`config.mk`:
```
export PLATFORM = sky130hd
export DESIGN_NAME = msdf_serializer_flat
export DESIGN_NICKNAME = d
export VERILOG_FILES = /design/src/rtl/msdf_serializer_if.sv /design/src/rtl/msdf_serializer.sv /design/src/flat_wrapper.sv
export SDC_FILE = /design/constraint.sdc
export NUM_CORES = 1
export LEC_CHECK = 0
export ABC_AREA = 1
export ABC_CLOCK_PERIOD_IN_PS = 1300
export CORE_UTILIZATION = 44
export CTS_CLUSTER_SIZE = 8
export DETAILED_ROUTE_END_ITERATION = 16
export PLACE_DENSITY = 0.73
export SLEW_MARGIN = 20
export SYNTH_ARGS = -nofsm -noshare
export SYNTH_HDL_FRONTEND = slang
export SYNTH_SLANG_ARGS = --single-unit
```
`constraint.sdc`:
```
create_clock -name clk -period 1.3 [get_ports clk]
set_clock_uncertainty 0.1 [all_clocks]
set_input_delay 0.195 -clock clk [delete_from_list [all_inputs] [get_ports clk]]
set_output_delay 0.195 -clock clk [all_outputs]
set_load 0.005 [all_outputs]
```
`src/rtl/msdf_serializer_if.sv`:
```
// Handshake bundle between an operand producer, the MSDF serializer and the
// digit consumer (serial-serial MSDF multiplier).
//   master : producer/consumer side (drives in_*, out_ready)
//   slave  : serializer side
interface msdf_serializer_if #(
  parameter int N = 8
);
  logic         in_valid;
  logic         in_ready;
  logic [N-1:0] in_data;
  logic         out_valid;
  logic         out_ready;
  logic [1:0]   out_digit;
  logic         out_first;
  logic         out_last;

  modport master (
    output in_valid, in_data, out_ready,
    input  in_ready, out_valid, out_digit, out_first, out_last
  );

  modport slave (
    input  in_valid, in_data, out_ready,
    output in_ready, out_valid, out_digit, out_first, out_last
  );
endinterface

```
`src/rtl/msdf_serializer.sv`:
```
// msdf_serializer: takes an N-bit two's-complement fraction and streams it
// MSD-first as radix-2 signed digits, one digit per out handshake, framed
// with first/last markers for the downstream MSDF multiplier.
// Optional feature macro: MSDF_SER_FLUSH_EN -- appends DELTA zero digits to
// each frame so the consumer's online delay is drained; out_last then marks
// the final flush digit instead of data digit N-1.
`ifndef R2_ZERO
`define R2_ZERO    2'b00
`endif
`ifndef R2_POS_ONE
`define R2_POS_ONE 2'b01
`endif
`ifndef R2_NEG_ONE
`define R2_NEG_ONE 2'b11
`endif

module msdf_serializer #(
  parameter int N     = 8,
  parameter int DELTA = 2
) (
  input  logic                 clk,
  input  logic                 rst,
  msdf_serializer_if.slave     bus,
  output logic                 busy
);

  localparam int CW = $clog2(N + DELTA + 1);
  localparam logic [CW-1:0] LAST_DATA    = CW'(N - 1);
  localparam logic [CW-1:0] LAST_DATA_M1 = CW'(N - 2);
`ifdef MSDF_SER_FLUSH_EN
  localparam logic [CW-1:0] LAST_FRAME    = CW'(N + DELTA - 1);
  localparam logic [CW-1:0] LAST_FRAME_M1 = CW'(N + DELTA - 2);
`endif

  typedef enum logic [1:0] {
`ifdef MSDF_SER_FLUSH_EN
    FLUSH = 2'd2,
`endif
    IDLE  = 2'd0,
    SHIFT = 2'd1
  } state_t;

  state_t        state_q;
  // The sign bit goes straight into the digit register at accept time, so
  // only the N-1 magnitude bits need to be held for later digits.
  logic [N-2:0]  sreg_q;
  logic [CW-1:0] cnt_q;
  logic          out_valid_q;
  logic [1:0]    out_digit_q;
  logic          out_first_q;
  logic          out_last_q;

  logic fire;
  logic in_ready;
  logic accept;

  // A new operand can enter when idle, or on the handshake that retires the
  // final digit of the current frame (gives bubble-free back-to-back frames).
  always_comb begin
    fire     = out_valid_q & bus.out_ready;
    in_ready = (state_q == IDLE) | (fire & out_last_q);
    accept   = bus.in_valid & in_ready;
  end

  assign bus.in_ready  = in_ready;
  assign bus.out_valid = out_valid_q;
  assign bus.out_digit = out_digit_q;
  assign bus.out_first = out_first_q;
  assign bus.out_last  = out_last_q;
  assign busy          = (state_q != IDLE);

  // Frame FSM with registered digit/marker outputs; outputs only move on
  // accept or on a digit handshake, so a stalled digit holds steady.
  always_ff @(posedge clk or negedge rst) begin
    if (!rst) begin
      state_q     <= IDLE;
      sreg_q      <= '0;
      cnt_q       <= '0;
      out_valid_q <= 1'b0;
      out_digit_q <= `R2_ZERO;
      out_first_q <= 1'b0;
      out_last_q  <= 1'b0;
    end else if (accept) begin
      state_q     <= SHIFT;
      sreg_q      <= bus.in_data[N-2:0];
      cnt_q       <= '0;
      out_valid_q <= 1'b1;
      // Digit 0 carries weight -1: a set sign bit is -1, never +1.
      out_digit_q <= bus.in_data[N-1] ? `R2_NEG_ONE : `R2_ZERO;
      out_first_q <= 1'b1;
      out_last_q  <= 1'b0;
    end else if (fire) begin
      case (state_q)
        SHIFT: begin
          if (cnt_q == LAST_DATA) begin
`ifdef MSDF_SER_FLUSH_EN
            state_q     <= FLUSH;
            cnt_q       <= cnt_q + CW'(1);
            out_digit_q <= `R2_ZERO;
            out_first_q <= 1'b0;
            out_last_q  <= (DELTA == 1);
`else
            state_q     <= IDLE;
            out_valid_q <= 1'b0;
            out_digit_q <= `R2_ZERO;
            out_first_q <= 1'b0;
            out_last_q  <= 1'b0;
`endif
          end else begin
            sreg_q      <= sreg_q << 1;
            cnt_q       <= cnt_q + CW'(1);
            out_digit_q <= sreg_q[N-2] ? `R2_POS_ONE : `R2_ZERO;
            out_first_q <= 1'b0;
`ifdef MSDF_SER_FLUSH_EN
            out_last_q  <= 1'b0;
`else
            out_last_q  <= (cnt_q == LAST_DATA_M1);
`endif
          end
        end
`ifdef MSDF_SER_FLUSH_EN
        FLUSH: begin
          if (cnt_q == LAST_FRAME) begin
            state_q     <= IDLE;
            out_valid_q <= 1'b0;
            out_digit_q <= `R2_ZERO;
            out_first_q <= 1'b0;
            out_last_q  <= 1'b0;
          end else begin
            cnt_q       <= cnt_q + CW'(1);
            out_digit_q <= `R2_ZERO;
            out_last_q  <= (cnt_q == LAST_FRAME_M1);
          end
        end
`endif
        default: begin
          state_q     <= IDLE;
          out_valid_q <= 1'b0;
        end
      endcase
    end
  end

endmodule

```
`src/flat_wrapper.sv`:
```
// flat-port wrapper written by rule: the top's interface ports become plain ports
module msdf_serializer_flat 
#(
  parameter int N     = 8,
  parameter int DELTA = 2
)
  (clk, rst, busy, bus_in_valid, bus_in_data, bus_out_ready, bus_in_ready, bus_out_valid, bus_out_digit, bus_out_first, bus_out_last);
  msdf_serializer_if #(.N(N)) bus_i ();
  input  logic clk;
  input  logic rst;
  output logic busy;
  input wire logic [$bits(bus_i.in_valid)-1:0] bus_in_valid;
  input wire logic [$bits(bus_i.in_data)-1:0] bus_in_data;
  input wire logic [$bits(bus_i.out_ready)-1:0] bus_out_ready;
  output wire logic [$bits(bus_i.in_ready)-1:0] bus_in_ready;
  output wire logic [$bits(bus_i.out_valid)-1:0] bus_out_valid;
  output wire logic [$bits(bus_i.out_digit)-1:0] bus_out_digit;
  output wire logic [$bits(bus_i.out_first)-1:0] bus_out_first;
  output wire logic [$bits(bus_i.out_last)-1:0] bus_out_last;
  assign bus_i.in_valid = bus_in_valid;
  assign bus_i.in_data = bus_in_data;
  assign bus_i.out_ready = bus_out_ready;
  assign bus_in_ready = bus_i.in_ready;
  assign bus_out_valid = bus_i.out_valid;
  assign bus_out_digit = bus_i.out_digit;
  assign bus_out_first = bus_i.out_first;
  assign bus_out_last = bus_i.out_last;
  msdf_serializer #(.N(N), .DELTA(DELTA)) u_core (.clk(clk), .rst(rst), .bus(bus_i), .busy(busy));
endmodule
```
==> impl_metrics.py <==
metrics = {
    "run_status": {
        "outcome": "finished, violations left",
        "violations": "setup timing",
    },
    "die": {
        "die_x_microns": 46.3,
        "ios": 19,
        "initial_utilization": 0.485,
        "std_cell_rows": 15,
        "die_area_sq_um": 2150,
        "die_h_microns": 46.3,
        "core_sq_um": 1780,
    },
    "sta": {
        "finalSetupViolCount": 14,
        "final.min_clock_period_ns": 1.39,
        "max_slew.worst_pin.slew_ns": 0.219,
        "setup_tns_ns": -0.562,
        "hold_viol_final": 0,
        "relSlewSlack": 0.853,
        "finalCritPeriodShare": 1.07,
        "fmax_mhz": 720,
        "rsz0062_at_grt": "true",
        "timing.final.ws_setup_ns": -0.0883,
        "drv_slew": 0,
        "hold_ws_ns": 0.135,
    },
    "logic_synthesis": {
        "ys_seq_elements": 16,
        "syn_area_per_cell_sq_um": 7.58,
        "syn_nets": 128,
        "synth_cell_types": 15,
        "netlist_instances": 114,
        "yosys.area.top_type": "dfrtp_1",
        "yosys-top-cells-count": "nand2_1 (52), nand3_1 (20), dfrtp_1 (16)",
        "synth_ff_type": "dfrtp_1",
        "synth-edff-count": 0,
        "synth_top_area_frac": 0.463,
        "yosysMostFrequentCell": "nand2_1",
        "ys_warn_count": 0,
        "syn-cell-area_sq_um": 865,
        "ys_seq_area_frac": 0.463,
        "async_reset_ff_frac": 1.00,
        "yosys-top-cells-area": "dfrtp_1 (46%), nand2_1 (23%), nand3_1 (12%), buf_4 (3.5%), inv_1 (3.0%)",
    },
    "cts": {
        "clock_sinks": 16,
        "clkTransAtPathRegs_ns": 0.09,
        "worstSkewPairLatency_ns": 0.29,
        "cts_max_level": 1,
        "cts_max_path_buffers": 2,
        "cts_made_buffers": 3,
        "cts_tree": "yes",
        "postCtsHoldBufs": 0,
        "clock-root-buffer": "clkbuf_4",
    },
    "finish": {
        "antennaDiodeCount": 0,
        "layout-drive-gt1-share": 0.393,
        "area_growth_pct": 66.0,
        "nets": 179,
    },
    "detailed_routing": {
        "drc": 0,
        "dr.first_iter.drc_count": 27,
        "routed_wl_mm": 2.58,
        "postRouteAntennaNets": 0,
        "first_pass_iters": 4,
        "viasPerCell": 5.07,
        "wire_per_inst_microns": 13.7,
        "dr_total_vias": 953,
    },
    "setup_path": {
        "start_kind": "flop",
        "path_class": "flop to flop",
        "cp.required_ns": 1.44,
        "path_max_fanout": 7,
        "end_kind": "flop",
        "cp.arrival_ns": 1.53,
    },
    "power_and_ir_drop": {
        "leakage_uw": 0.000790,
        "power.share.switching": 0.398,
        "clkPwrFrac": 0.113,
        "p_switching_uw": 936,
        "pwr-share-comb": 0.551,
        "p_int_uw": 1420,
        "ir_drop_mv": 0.986,
        "seqPwrFrac": 0.336,
        "power_per_cell_area_nw_per_um2": 1640,
    },
    "placed_design": {
        "io_buffers": 18,
        "finalWeightedCongestion": 0.823,
        "place_hpwl_mm": 1.49,
    },
    "grt": {
        "grt_pass1_wl_mm": 3.74,
        "grtUsageTotal": 0.255,
        "antenna_found_initial": 0,
        "grt.overflow.total": 0,
        "grt_max_degree": 17,
        "grt_pass1_vias": 868,
    },
    "job": {
        "max-cap-violations": 0,
    },
    "min_path": {
        "min_path_type": "input port to asynchronous set/reset pin",
    },
}
## cells in the final DEF (no fill, tap or decap)
| master | instances |
|---|---|
| nand2_4 | 3 |
| nor2_1 | 1 |
| buf_4 | 22 |
| nor3_1 | 1 |
| dlygate4sd2_1 | 4 |
| clkbuf_4 | 3 |
| inv_1 | 5 |
| nand2_1 | 47 |
| nand3_2 | 10 |
| dfrtp_2 | 1 |
| nor2_4 | 1 |
| nand2_2 | 5 |
| buf_8 | 1 |
| buf_6 | 9 |
| clkbuf_2 | 1 |
| dfrtp_1 | 15 |
| inv_2 | 1 |
| nand3_1 | 10 |
| o211ai_1 | 1 |
| buf_2 | 3 |
| ha_1 | 2 |
| inv_4 | 1 |
| clkdlybuf4s50_1 | 10 |
| nand4_1 | 2 |
| a21oi_2 | 1 |
| xor2_1 | 1 |
| nand2_8 | 2 |
## state kept, by name, summed over array words and instances (netlist names)
register / flops
u_core.bus.out_digit: 2
u_core.bus.out_first: 1
u_core.cnt_q: 4
u_core.sreg_q: 7
u_core.bus.out_last: 1
u_core.state_q: 1
## timing repair
action / in CTS / in global routing
pin swaps: 4 / 4
setup endpoints to repair: 21 / 18
buffers inserted: 8 / 3
cloned: 1 / 0
hold endpoints to repair: 0 / 0
resized for setup: 45 / 11
## area by class of cell
class	count	area (sq um)
fillers	117	348
flip-flops and latches	16	402
well taps	25	31.3
clock buffers	3	22.5
repair buffers	50	437
inverters	7	28.8
multi-input cells	87	514
## power by group through the flow
stage | Combinational [uW] | Clock [uW] | Sequential, uW
after floorplan | 518 | 0 | 804
after global placement | 963 | 0 | 777
after detailed placement | 991 | 0 | 790
after CTS | 1170 | 267 | 786
after global routing | 1410 | 283 | 806
final | 1300 | 266 | 791
## worst max-delay path, stage by stage, from the launching register on
cell and delay [ns]:
dfrtp_1 0.41, nand2_2 0.09, nand2_2 0.08, buf_6 0.13, buf_6 0.13, nand2_8 0.09
buf_6 0.12, nand4_1 0.11, nand2_1 0.08
## worst paths after layout
path	from	endpoint	slack, ns	depth (start not counted)
hold / removal	rst	u_core.bus.out_last$_DFFE_PN0P_	0.13	2
max in group asynchronous	rst	u_core.state_q[0]$_DFFE_PN0P_	0.77	2
setup reg to reg	u_core.bus.out_last$_DFFE_PN0P_	u_core.cnt_q[2]$_DFFE_PN0P_	-0.09	8
hold reg to reg	u_core.bus.out_digit[1]$_DFFE_PN0P_	u_core.bus.out_digit[1]$_DFFE_PN0P_	0.37	2
min in group clk	bus_out_ready	u_core.state_q[0]$_DFFE_PN0P_	0.26	3
setup / recovery	u_core.bus.out_last$_DFFE_PN0P_	u_core.cnt_q[2]$_DFFE_PN0P_	-0.09	8
## per-layer routing
metal	wire [microns]	up-vias	GRT usage
met3	103	10	0.0275
li1	-	467	-
met2	1380	33	0.461
met4	93	0	0.135
met5	0	-	0
met1	1000	443	0.288
## kinds of logic (layout without fill, tap and decap cells)
family | after synthesis | count (layout) | share of synthesized area
AND/OR/NAND/NOR | 81 | 82 | 0.405
flip-flops | 16 | 16 | 0.463
AO/OA/AOI/OAI | 2 | 2 | 0.0145
adder cells (fa/ha/maj) | 2 | 2 | 0.0289
buffers and inverters | 12 | 60 | 0.0782
XOR/XNOR | 1 | 1 | 0.0101
## per-stage QoR
stage | instances | setup WS, ns | total power (uW) | instance area, sq um | util
after floorplan | 114 | 0.0245 | 1320 | 870 | -
after global placement | 174 | -0.388 | 1740 | 1200 | 0.676
after detailed placement | 174 | -0.393 | 1780 | 1200 | 0.676
after CTS | 185 | -0.0808 | 2220 | 1380 | 0.774
after global routing | 188 | -0.151 | 2500 | 1440 | 0.805
final | 188 | -0.0883 | 2350 | 1440 | 0.805
No activity file was read; power rests on OpenSTA's default activity.
